===== src/rtl/dcpu16_mbus_pkg.sv =====
`default_nettype none
// ============================================================================
// Module   : dcpu16_mbus_pkg
// Brief    : Shared constants and helpers for the DCPU16 memory-bus arbiter.
// Revision : 1.0 - initial release
// ============================================================================
package dcpu16_mbus_pkg;

  localparam logic [1:0] IDLE = 2'd0;
  localparam logic [1:0] BUSY = 2'd1;
  localparam logic [1:0] DONE = 2'd2;

  localparam int PRIO_FIXED = 0;
  localparam int PRIO_RR    = 1;

  // A single channel still needs a 1-bit grant index.
  function automatic int gnt_width(input int nch);
    return (nch > 1) ? $clog2(nch) : 1;
  endfunction

  function automatic int cnt_width(input int tout);
    return (tout > 0) ? $clog2(tout + 1) : 1;
  endfunction

endpackage
`default_nettype wire


===== src/rtl/dcpu16_mbus_if.sv =====
`default_nettype none
// ============================================================================
// Module   : dcpu16_mbus_if
// Brief    : Channel-side and memory-side signals of the memory-bus arbiter.
// Revision : 1.0 - initial release
// ============================================================================
interface dcpu16_mbus_if #(
  parameter int NCH = 2,
  parameter int AW  = 16,
  parameter int DW  = 16
);
  localparam int GW = (NCH > 1) ? $clog2(NCH) : 1;

  logic [NCH*AW-1:0] c_adr;
  logic [NCH*DW-1:0] c_dto;
  logic [NCH-1:0]    c_stb;
  logic [NCH-1:0]    c_wre;
  logic [NCH-1:0]    c_ack;
  logic [NCH-1:0]    c_err;
  logic [DW-1:0]     c_dti;
  logic [AW-1:0]     m_adr;
  logic [DW-1:0]     m_dto;
  logic              m_stb;
  logic              m_wre;
  logic [DW-1:0]     m_dti;
  logic              m_ack;
  logic              ena;
  logic [GW-1:0]     gnt;

  // Environment side: the channel masters plus the memory fabric.
  modport master (
    output c_adr, c_dto, c_stb, c_wre, m_dti, m_ack,
    input  c_ack, c_err, c_dti, m_adr, m_dto, m_stb, m_wre, ena, gnt
  );

  // Arbiter side.
  modport slave (
    input  c_adr, c_dto, c_stb, c_wre, m_dti, m_ack,
    output c_ack, c_err, c_dti, m_adr, m_dto, m_stb, m_wre, ena, gnt
  );
endinterface
`default_nettype wire


===== src/rtl/dcpu16_mbus_pick.sv =====
`default_nettype none
// ============================================================================
// Module   : dcpu16_mbus_pick
// Brief    : Combinational winner selection, fixed priority or round-robin.
// Revision : 1.0 - initial release
// ============================================================================
module dcpu16_mbus_pick
  import dcpu16_mbus_pkg::*;
#(
  parameter int NCH = 2,
  parameter int GW  = gnt_width(NCH)
) (
  input  logic [NCH-1:0] i_req,
  input  logic [GW-1:0]  i_ptr,
  input  logic           i_mode,
  output logic [GW-1:0]  o_idx,
  output logic           o_vld
);

  logic [GW-1:0] w_idx;

  // Round-robin starts one past the last winner; fixed starts at index 0.
  always_comb begin : p_pick
    int   j;
    logic found;
    w_idx = '0;
    found = 1'b0;
    j     = 0;
    for (int k = 0; k < NCH; k++) begin
      j = i_mode ? ((int'(i_ptr) + 1 + k) % NCH) : k;
      if (!found && i_req[j]) begin
        found = 1'b1;
        w_idx = GW'(j);
      end
    end
  end

  assign o_idx = w_idx;
  assign o_vld = |i_req;

endmodule
`default_nettype wire


===== src/rtl/dcpu16_mbus_arb.sv =====
`default_nettype none
// ============================================================================
// Module   : dcpu16_mbus_arb
// Brief    : Merges NCH simplified-Wishbone channels onto one memory port.
// Revision : 1.0 - initial release
// ============================================================================
module dcpu16_mbus_arb
  import dcpu16_mbus_pkg::*;
#(
  parameter int NCH  = 2,
  parameter int AW   = 16,
  parameter int DW   = 16,
  parameter int PRIO = 0,
  parameter int TOUT = 255
) (
  input  logic         clk,
  input  logic         rst,
  dcpu16_mbus_if.slave bus
);

  localparam int            GW      = gnt_width(NCH);
  localparam int            CW      = cnt_width(TOUT);
  localparam logic [CW-1:0] C_TLAST = CW'((TOUT > 0) ? (TOUT - 1) : 0);
  localparam logic          C_MODE  = (PRIO == PRIO_RR);

  logic [1:0]     r_state;
  logic [1:0]     w_state_nxt;
  logic [CW-1:0]  r_cnt;
  logic [GW-1:0]  r_ptr;
  logic [GW-1:0]  r_gnt;
  logic [AW-1:0]  r_adr;
  logic [DW-1:0]  r_dto;
  logic           r_wre;
  logic [DW-1:0]  r_dti;
  logic           r_err;
  logic [GW-1:0]  w_pick_idx;
  logic           w_pick_vld;
  logic           w_tmo;
  logic [NCH-1:0] w_ack;
  logic [NCH-1:0] w_err;

  dcpu16_mbus_pick #(
    .NCH (NCH),
    .GW  (GW)
  ) u_pick (
    .i_req  (bus.c_stb),
    .i_ptr  (r_ptr),
    .i_mode (C_MODE),
    .o_idx  (w_pick_idx),
    .o_vld  (w_pick_vld)
  );

  assign w_tmo = (TOUT != 0) && (r_cnt == C_TLAST);

  always_ff @(posedge clk or posedge rst) begin
    if (rst) begin
      r_state <= IDLE;
    end else begin
      r_state <= w_state_nxt;
    end
  end

  always_comb begin
    w_state_nxt = r_state;
    case (r_state)
      IDLE:    if (w_pick_vld) w_state_nxt = BUSY;
      BUSY:    if (bus.m_ack || w_tmo) w_state_nxt = DONE;
      DONE:    w_state_nxt = IDLE;
      default: w_state_nxt = IDLE;
    endcase
  end

  // Request fields are latched at grant, so the memory side stays stable
  // even if the master changes them after its ack.
  always_ff @(posedge clk or posedge rst) begin
    if (rst) begin
      r_cnt <= '0;
      r_ptr <= GW'(NCH - 1);
      r_gnt <= '0;
      r_adr <= '0;
      r_dto <= '0;
      r_wre <= 1'b0;
      r_dti <= '0;
      r_err <= 1'b0;
    end else begin
      case (r_state)
        IDLE: begin
          if (w_pick_vld) begin
            r_gnt <= w_pick_idx;
            r_ptr <= w_pick_idx;
            r_adr <= bus.c_adr[int'(w_pick_idx)*AW +: AW];
            r_dto <= bus.c_dto[int'(w_pick_idx)*DW +: DW];
            r_wre <= bus.c_wre[w_pick_idx];
            r_cnt <= '0;
          end
        end
        BUSY: begin
          if (bus.m_ack) begin
            if (!r_wre) r_dti <= bus.m_dti;
            r_err <= 1'b0;
          end else if (w_tmo) begin
            r_err <= 1'b1;
          end else if (TOUT != 0) begin
            r_cnt <= r_cnt + 1'b1;
          end
        end
        default: ;
      endcase
    end
  end

  always_comb begin
    w_ack = '0;
    w_err = '0;
    if (r_state == DONE) begin
      if (r_err) w_err[r_gnt] = 1'b1;
      else       w_ack[r_gnt] = 1'b1;
    end
  end

  assign bus.c_ack = w_ack;
  assign bus.c_err = w_err;
  assign bus.c_dti = r_dti;
  assign bus.m_adr = r_adr;
  assign bus.m_dto = r_dto;
  assign bus.m_stb = (r_state == BUSY);
  assign bus.m_wre = (r_state == BUSY) && r_wre;
  assign bus.gnt   = r_gnt;
  assign bus.ena   = &(~bus.c_stb | w_ack | w_err);

endmodule
`default_nettype wire

===== src/flat_wrapper.sv =====
// flat-port wrapper written by rule: the top's interface ports become plain ports
module dcpu16_mbus_arb_flat import dcpu16_mbus_pkg::*;
#(
  parameter int NCH  = 2,
  parameter int AW   = 16,
  parameter int DW   = 16,
  parameter int PRIO = 0,
  parameter int TOUT = 255
)
  (clk, rst, bus_c_adr, bus_c_dto, bus_c_stb, bus_c_wre, bus_m_dti, bus_m_ack, bus_c_ack, bus_c_err, bus_c_dti, bus_m_adr, bus_m_dto, bus_m_stb, bus_m_wre, bus_ena, bus_gnt);
  dcpu16_mbus_if #(.NCH(NCH), .AW(AW), .DW(DW)) bus_i ();
  input  logic clk;
  input  logic rst;
  input wire logic [$bits(bus_i.c_adr)-1:0] bus_c_adr;
  input wire logic [$bits(bus_i.c_dto)-1:0] bus_c_dto;
  input wire logic [$bits(bus_i.c_stb)-1:0] bus_c_stb;
  input wire logic [$bits(bus_i.c_wre)-1:0] bus_c_wre;
  input wire logic [$bits(bus_i.m_dti)-1:0] bus_m_dti;
  input wire logic [$bits(bus_i.m_ack)-1:0] bus_m_ack;
  output wire logic [$bits(bus_i.c_ack)-1:0] bus_c_ack;
  output wire logic [$bits(bus_i.c_err)-1:0] bus_c_err;
  output wire logic [$bits(bus_i.c_dti)-1:0] bus_c_dti;
  output wire logic [$bits(bus_i.m_adr)-1:0] bus_m_adr;
  output wire logic [$bits(bus_i.m_dto)-1:0] bus_m_dto;
  output wire logic [$bits(bus_i.m_stb)-1:0] bus_m_stb;
  output wire logic [$bits(bus_i.m_wre)-1:0] bus_m_wre;
  output wire logic [$bits(bus_i.ena)-1:0] bus_ena;
  output wire logic [$bits(bus_i.gnt)-1:0] bus_gnt;
  assign bus_i.c_adr = bus_c_adr;
  assign bus_i.c_dto = bus_c_dto;
  assign bus_i.c_stb = bus_c_stb;
  assign bus_i.c_wre = bus_c_wre;
  assign bus_i.m_dti = bus_m_dti;
  assign bus_i.m_ack = bus_m_ack;
  assign bus_c_ack = bus_i.c_ack;
  assign bus_c_err = bus_i.c_err;
  assign bus_c_dti = bus_i.c_dti;
  assign bus_m_adr = bus_i.m_adr;
  assign bus_m_dto = bus_i.m_dto;
  assign bus_m_stb = bus_i.m_stb;
  assign bus_m_wre = bus_i.m_wre;
  assign bus_ena = bus_i.ena;
  assign bus_gnt = bus_i.gnt;
  dcpu16_mbus_arb #(.NCH(NCH), .AW(AW), .DW(DW), .PRIO(PRIO), .TOUT(TOUT)) u_core (.clk(clk), .rst(rst), .bus(bus_i));
endmodule

===== config.mk =====
export PLATFORM = sky130hd
export DESIGN_NAME = dcpu16_mbus_arb_flat
export DESIGN_NICKNAME = d
export VERILOG_FILES = /design/src/rtl/dcpu16_mbus_pkg.sv /design/src/rtl/dcpu16_mbus_if.sv /design/src/rtl/dcpu16_mbus_pick.sv /design/src/rtl/dcpu16_mbus_arb.sv /design/src/flat_wrapper.sv
export SDC_FILE = /design/constraint.sdc
export NUM_CORES = 1
export LEC_CHECK = 0
export CORE_ASPECT_RATIO = 1.2
export CORE_MARGIN = 2
export CORE_UTILIZATION = 40
export CTS_CLUSTER_SIZE = 30
export DETAILED_ROUTE_END_ITERATION = 7
export GPL_ROUTABILITY_DRIVEN = 0
export HOLD_SLACK_MARGIN = 0.1
export PLACE_DENSITY = 0.87
export SYNTH_ARGS = -nofsm -noshare
export SYNTH_HDL_FRONTEND = slang
export SYNTH_SLANG_ARGS = --single-unit

===== constraint.sdc =====
create_clock -name clk -period 2.7 [get_ports clk]
set_input_delay 0.81 -clock clk [delete_from_list [all_inputs] [get_ports clk]]
set_output_delay 0.81 -clock clk [all_outputs]
set_load 0.01 [all_outputs]

Word level (Yosys, flattened, before mapping)
Cells that the tools add are included.
{"block": "totals", "inputBits": 87, "n_memories": 0, "ramBits": 0, "output_inout_bits": 56, "latch_bits": 0, "rom_bits": 0, "word_cells": 59, "reg_bits": 61}
{"block": "classes", "n_mul": 0, "div_mod_pow": 0, "bitwise": 4, "n_eq_ne": 7, "shifts": 2, "n_reduce_logical": 15, "n_lt_le_gt_ge": 3, "addsub": 1, "muxes": 19}
{"op": "$shiftx A32 B6 Y16", "count": 2}
{"op": "$mux W8", "count": 3}
{"op": "$pmux W8 S2", "count": 1}
{"op": "$mux W2", "count": 6}
{"op": "$add A8 B1 Y8 const B", "count": 1}
{"op": "$eq A8 B8 Y1 const B", "count": 1}
{"op": "$reduce_and A2 Y1", "count": 4}
{"op": "$mux W1", "count": 7}
{"op": "$ne A2 B2 Y1 const B", "count": 3}
{"op": "$lt A1 B2 Y1 const B", "count": 2}
{"op": "$or A2 B2 Y2", "count": 2}
{"op": "$pmux W2 S2", "count": 1}
{"op": "$reduce_and A4 Y1", "count": 1}
{"op": "$reduce_bool A2 Y1", "count": 2}
{"op": "$logic_and A1 B1 Y1", "count": 3}
{"op": "$reduce_and A3 Y1", "count": 1}
{"op": "$eq A2 B1 Y1 const B", "count": 1}
{"op": "$eq A2 B2 Y1 const B", "count": 1}
{"op": "$logic_not A2 Y1", "count": 1}
{"op": "$ne A2 B1 Y1 const B", "count": 1}
{"op": "$not A2 Y2", "count": 1}
{"op": "$reduce_or A2 Y1", "count": 1}
{"op": "$demux W1 S1", "count": 1}
{"op": "$ge A1 B1 Y1 const B", "count": 1}
{"op": "3 further kinds", "count": 3}

Depth between registers and ports, before layout
{"block": "logic_depth", "word_depth": 9, "depth_mapped": 8, "ltp_nobuf": 7}

Cells and area by module
A second synthesis with hierarchy kept.
{"block": "unflattened", "hier_cells": 260, "area_unflattened_um2": 2845.2}
{"mod": "dcpu16_mbus_arb", "seq_area_each_um2": 1552.7, "area_per_inst_um2": 2825.2, "cells_each": 257, "instances": 1}
{"mod": "dcpu16_mbus_pick", "seq_area_each_um2": 0.0, "area_per_inst_um2": 20.0, "cells_each": 3, "instances": 1}

Least setup slack after synthesis
Ideal clock, no wire load.
{"block": "synth_path", "path_type": "input-to-output", "start": "input bus_c_stb[0]", "end": "output bus_ena", "path_stages": 2, "required_time_ns": 1.890, "path_buffers": 0, "slack_ns": 0.558, "t_arrival_ns": 1.332, "path_cell_list": "mux2_2 o21ai_0"}
{"block": "synth_via", "elab_chain_cells": 4}
{"element": "start: declaration", "line_no": "flat_wrapper.sv:16", "rtl": "input wire logic [$bits(bus_i.c_stb)-1:0] bus_c_stb;"}
{"element": "$not A2 Y2", "line_no": "dcpu16_mbus_arb.sv:129", "rtl": "assign bus.ena = &(~bus.c_stb | w_ack | w_err);"}
{"element": "$or A2 B2 Y2 (2 in a row)", "line_no": "dcpu16_mbus_arb.sv:129"}
{"element": "$reduce_and A2 Y1", "line_no": "dcpu16_mbus_arb.sv:129"}
{"element": "end: declaration", "line_no": "flat_wrapper.sv:27", "rtl": "output wire logic [$bits(bus_i.ena)-1:0] bus_ena;"}
Every way passes these cells.

Final worst setup path
{"block": "layout_path", "start": "register u_core.r_state[0]", "end": "output bus_c_err[0]"}
{"block": "layout_via", "elab_chain_cells": 2}
{"element": "start: declaration", "line_no": "dcpu16_mbus_arb.sv:26", "rtl": "logic [1:0] r_state;"}
{"element": "start signal: assignment", "line_no": "dcpu16_mbus_arb.sv:59", "rtl": "r_state <= w_state_nxt;"}
{"element": "$eq A2 B2 Y1", "line_no": "dcpu16_mbus_arb.sv:115", "rtl": "if (r_state == DONE) begin"}
{"element": "$mux W2", "line_no": "dcpu16_mbus_arb.sv:115"}
{"element": "end: declaration", "line_no": "flat_wrapper.sv:21", "rtl": "output wire logic [$bits(bus_i.c_err)-1:0] bus_c_err;"}
Every way passes these cells.

==> results list <==
- Dividing the detail-routed wire length by the instance count gives 14.4 um.
- Number of storage elements in the synthesis netlist: 61
- The worst hold path passes through 2 cells.
- Count of different cell masters after synthesis: 40
- At the later pin of the worst-skew pair, clock insertion delay measures 330 ps.
- Total nets after synthesis: 342
- Walking the worst path, the cells encountered are inv_2, nand2_1, nor3b_2, clkdlybuf4s50_1.
- Register-to-register path setup slack: 930 ps
* Leading cell type by number of instances after synthesis: sky130_fd_sc_hd__dfrtp_1
- CTS saw 61 sinks.
- The hold violation count in the final report is 0.
- The number of max-slew violations in the final report was 0.
- TritonCTS clock tree: yes
- The critical path ends at bus_c_err[0].
- Most area-consuming cells after synthesis: sky130_fd_sc_hd__dfrtp_1, sky130_fd_sc_hd__mux2i_1, sky130_fd_sc_hd__o21ai_0
- Required arrival time at the worst endpoint: 1890 ps
* Final period util: 0.979
- Worst endpoint data arrival time: 1830 ps
* Logic depth of the worst path, buffers included: 4
- Clock-pin slew was measured on the worst setup and hold paths at 70 ps.
- IO buf count: 142
* Antenna violations before repair: 0
* Initial standard-cell utilization of the core: 0.415
- Root buffer cell: sky130_fd_sc_hd__clkbuf_8
* Worst-path fanout max: 4
- Pin placement for this block handled 143 I/O pins.
* Final setup skew: 3.27 ps
- The final layout contains 495 nets.
* CP delay by family, top: buffers and inverters
- Detail Placement HPWL: 5460 um
* Met1 Routed Length: 2790 um
- Hold Worst Slack: 480 ps
- Total standard cell area after synthesis: 0.00284 sq mm
- Counting tap cells, the placed design contains a total of 479 instances.
* Share of layout cells above drive strength 1: 0.163
* Wire length of the first global-routing pass: 11000 um
* Top cell type's share of synthesized area: 0.537
- Worst path bufs/invs: 2
- The repair_antennas step left the layout with diodes totalling 0.
- In this run the horizontal extent of the chip is 81.0 um.
* Syn-to-layout area delta: 62.8%
* Status: finished, final reports clean
- Of the total power, registers draw 0.365.
- TritonCTS created 9 clock buffers.
- Max frequency: 0.378 GHz
* Hold WC Path Type: reg2reg
- Switch Pwr: 0.00150 W
* R2R depth: 6
* Number of design-rule violations left by the first detailed-router iteration: 128
- Summed over all layers, the global routing overflow is 0.
* H-tree level count: 3
- The floorplan has 33 rows.
- In the synthesized netlist the async set-or-reset flop fraction comes to 1.00.
* Post-CTS Hold Buffers: 0
* Number of standard cells in the layout, taps in and fillers out: 498
- Reg2Reg Capture Point: u_core.r_cnt[5]
* Global router's overall resource usage: 0.185
- Leakage power: 2.09 nW
* Vertical die dimension: 96.3 um
- Count of warnings emitted by yosys: 0
- Mapped Cells: 253
- Across the run, the number of max-cap violations was 0.
- Largest voltage drop on the vdd net: 0.000472 V
* Power density over cell area: 936 mW/mm^2
- After detailed routing, the number of remaining DRC violations is 0.
* Final sum of negative setup slack: 0 ps
- Total internal power: 0.00283 W
* Largest net degree at the start of global routing: 62
* Number of failing setup endpoints in the final timing report: 0
- Sequential element share of the synthesized area: 0.537
* Average instance area after synthesis: 11.2 sq um
* Number of global-route vias before repair: 2412
* Relative max-transition margin: 0.775
- The floorplan step defined a die boundary enclosing 0.00780 sq mm.
- Met3 Wirelength: 635 um
* Worst-path cell with the longest stage delay: sky130_fd_sc_hd__clkdlybuf4s50_1
- After floorplanning, the core was sized to cover 0.00685 sq mm.
* Net Sw Frac: 0.347
- Count of vias placed by the detailed router: 2445
* Number of buffers on the longest clock path: 2
- List of most frequent post-synthesis cells: sky130_fd_sc_hd__dfrtp_1, sky130_fd_sc_hd__nand2_1, sky130_fd_sc_hd__o21ai_0
* Cell accounting for the most synthesized area: sky130_fd_sc_hd__dfrtp_1
- After detailed routing, the number of vias per cell comes to 4.91.
* Count of nets left with antenna violations after detail routing: 0
- Start of the worst register-to-register path: u_core.r_state[1]
- Category of the critical setup timing path: reg2out
- Kind of launch point of the worst setup path: flop
* Stage delay of the slowest cell on the critical path: 560 ps
- Power share of the clock group: 0.157
- Highest metal layer with signal wires: met4
* Worst setup path startpoint: u_core.r_state[0]
- The share of total power dissipated in combinational logic is 0.478.
- The worst setup path is captured at a primary output.
- For this block, the routed nets add up to 7160 um of wire.
* Transition time at the pin with the least slew margin: 336 ps
* Time the final worst path needs with I/O delays and setup: 2640 ps
* First-pass DRT Iterations: 4
* Ys flop type: sky130_fd_sc_hd__dfrtp_1
* DR WL met2: 3680 um
- Yosys mapped a number of flops with a built-in enable equal to 0.
-- final cells by class --
class | count | area [sq um]
well taps | 87 | 109
inverters | 5 | 23.8
clock inverters | 7 | 42.5
repair buffers | 156 | 1560
fillers | 567 | 2230
flip-flops and latches | 61 | 1530
multi-input cells | 173 | 1240
clock buffers | 9 | 124
-- routing by layer --
metal  vias up  track usage
li1       1203            -
met1      1137        0.212
met2        99        0.321
met3         6       0.0553
met4         0       0.0763
met5         -            0
-- cell usage in the layout (no fill, tap or decap), types with 2 or more instances in the layout --
master                              n
sky130_fd_sc_hd__a21oi_1            4
sky130_fd_sc_hd__a31oi_1            2
sky130_fd_sc_hd__buf_12             3
sky130_fd_sc_hd__buf_4             11
sky130_fd_sc_hd__clkbuf_8           9
sky130_fd_sc_hd__clkdlybuf4s50_1  139
sky130_fd_sc_hd__clkinv_2           4
sky130_fd_sc_hd__clkinvlp_4         3
sky130_fd_sc_hd__dfrtp_1           60
sky130_fd_sc_hd__dlygate4sd2_1      2
sky130_fd_sc_hd__ha_1               2
sky130_fd_sc_hd__inv_2              2
sky130_fd_sc_hd__inv_4              2
sky130_fd_sc_hd__mux2_2            16
sky130_fd_sc_hd__mux2i_1           33
sky130_fd_sc_hd__nand2_1           36
sky130_fd_sc_hd__nand3_1            4
sky130_fd_sc_hd__nor2_1             6
sky130_fd_sc_hd__nor3b_2            2
sky130_fd_sc_hd__o21ai_0           36
sky130_fd_sc_hd__o31ai_1            7
sky130_fd_sc_hd__o41ai_1            2
-- logic make-up after synthesis --
kind of cell             count (synthesis)  synth area share
AND/OR/NAND/NOR                         65             0.121
flip-flops                              61             0.537
AO/OA/AOI/OAI                           56             0.116
multiplexers                            50             0.184
buffers and inverters                   19            0.0339
adder cells (fa/ha/maj)                  2           0.00880
-- worst min-delay path by stage --
stage,end,start,slack [ps]
global placement,u_core.bus.m_dto[10],u_core.bus.m_dto[10],460
global route,u_core.bus.m_dto[12],u_core.bus.m_dto[12],510
CTS,u_core.bus.m_adr[15],u_core.bus.m_adr[15],490
floorplan,u_core.r_cnt[7],u_core.r_cnt[7],460
detailed placement,u_core.bus.m_adr[15],u_core.bus.m_adr[15],470
finish,u_core.bus.m_adr[2],u_core.bus.m_adr[2],480
-- power by group through the flow --
stage	Combinational (W)	Clock [W]	Sequential (W)
CTS	0.00206	0.000702	0.00158
finish	0.00207	0.000679	0.00158
floorplan	0.000755	0	0.00173
detailed placement	0.00205	0	0.00159
global placement	0.00200	0	0.00156
global route	0.00227	0.000738	0.00163
-- stage by stage --
stage / setup slack (ps) / util / cell area (sq um) / power [W]
6_report: 56.8 / 0.675 / 4630 / 0.00433
5_1_grt: -5.61 / 0.675 / 4630 / 0.00464
4_1_cts: 9.50 / 0.670 / 4590 / 0.00434
3_5_place_dp: -501 / 0.645 / 4420 / 0.00364
3_3_place_gp: -436 / 0.645 / 4420 / 0.00356
2_1_floorplan: 377 / - / 2840 / 0.00249
-- what timing repair did --
action | CTS | global route
endpoints found under the hold margin | 0 | 0
gates resized for setup | 8 | 4
setup endpoints to repair | 1 | 3
buffers inserted | 0 | 3
-- registers in the layout (all words and copies together), names as in the netlist --
| signal | cells |
|---|---|
| u_core.bus.c_dti | 16 |
| u_core.bus.m_adr | 16 |
| u_core.bus.m_dto | 16 |
| u_core.r_cnt | 8 |
| u_core.r_state | 2 |
| u_core.bus.gnt | 1 |
| u_core.r_err | 1 |
| u_core.r_wre | 1 |
-- worst min-delay path, cell delays in order (launching register included) --
cell	delay [ps]
sky130_fd_sc_hd__dfrtp_1	340
sky130_fd_sc_hd__nand2_1	40
sky130_fd_sc_hd__o21ai_0	60
No activity file was read; power rests on OpenSTA's default activity.
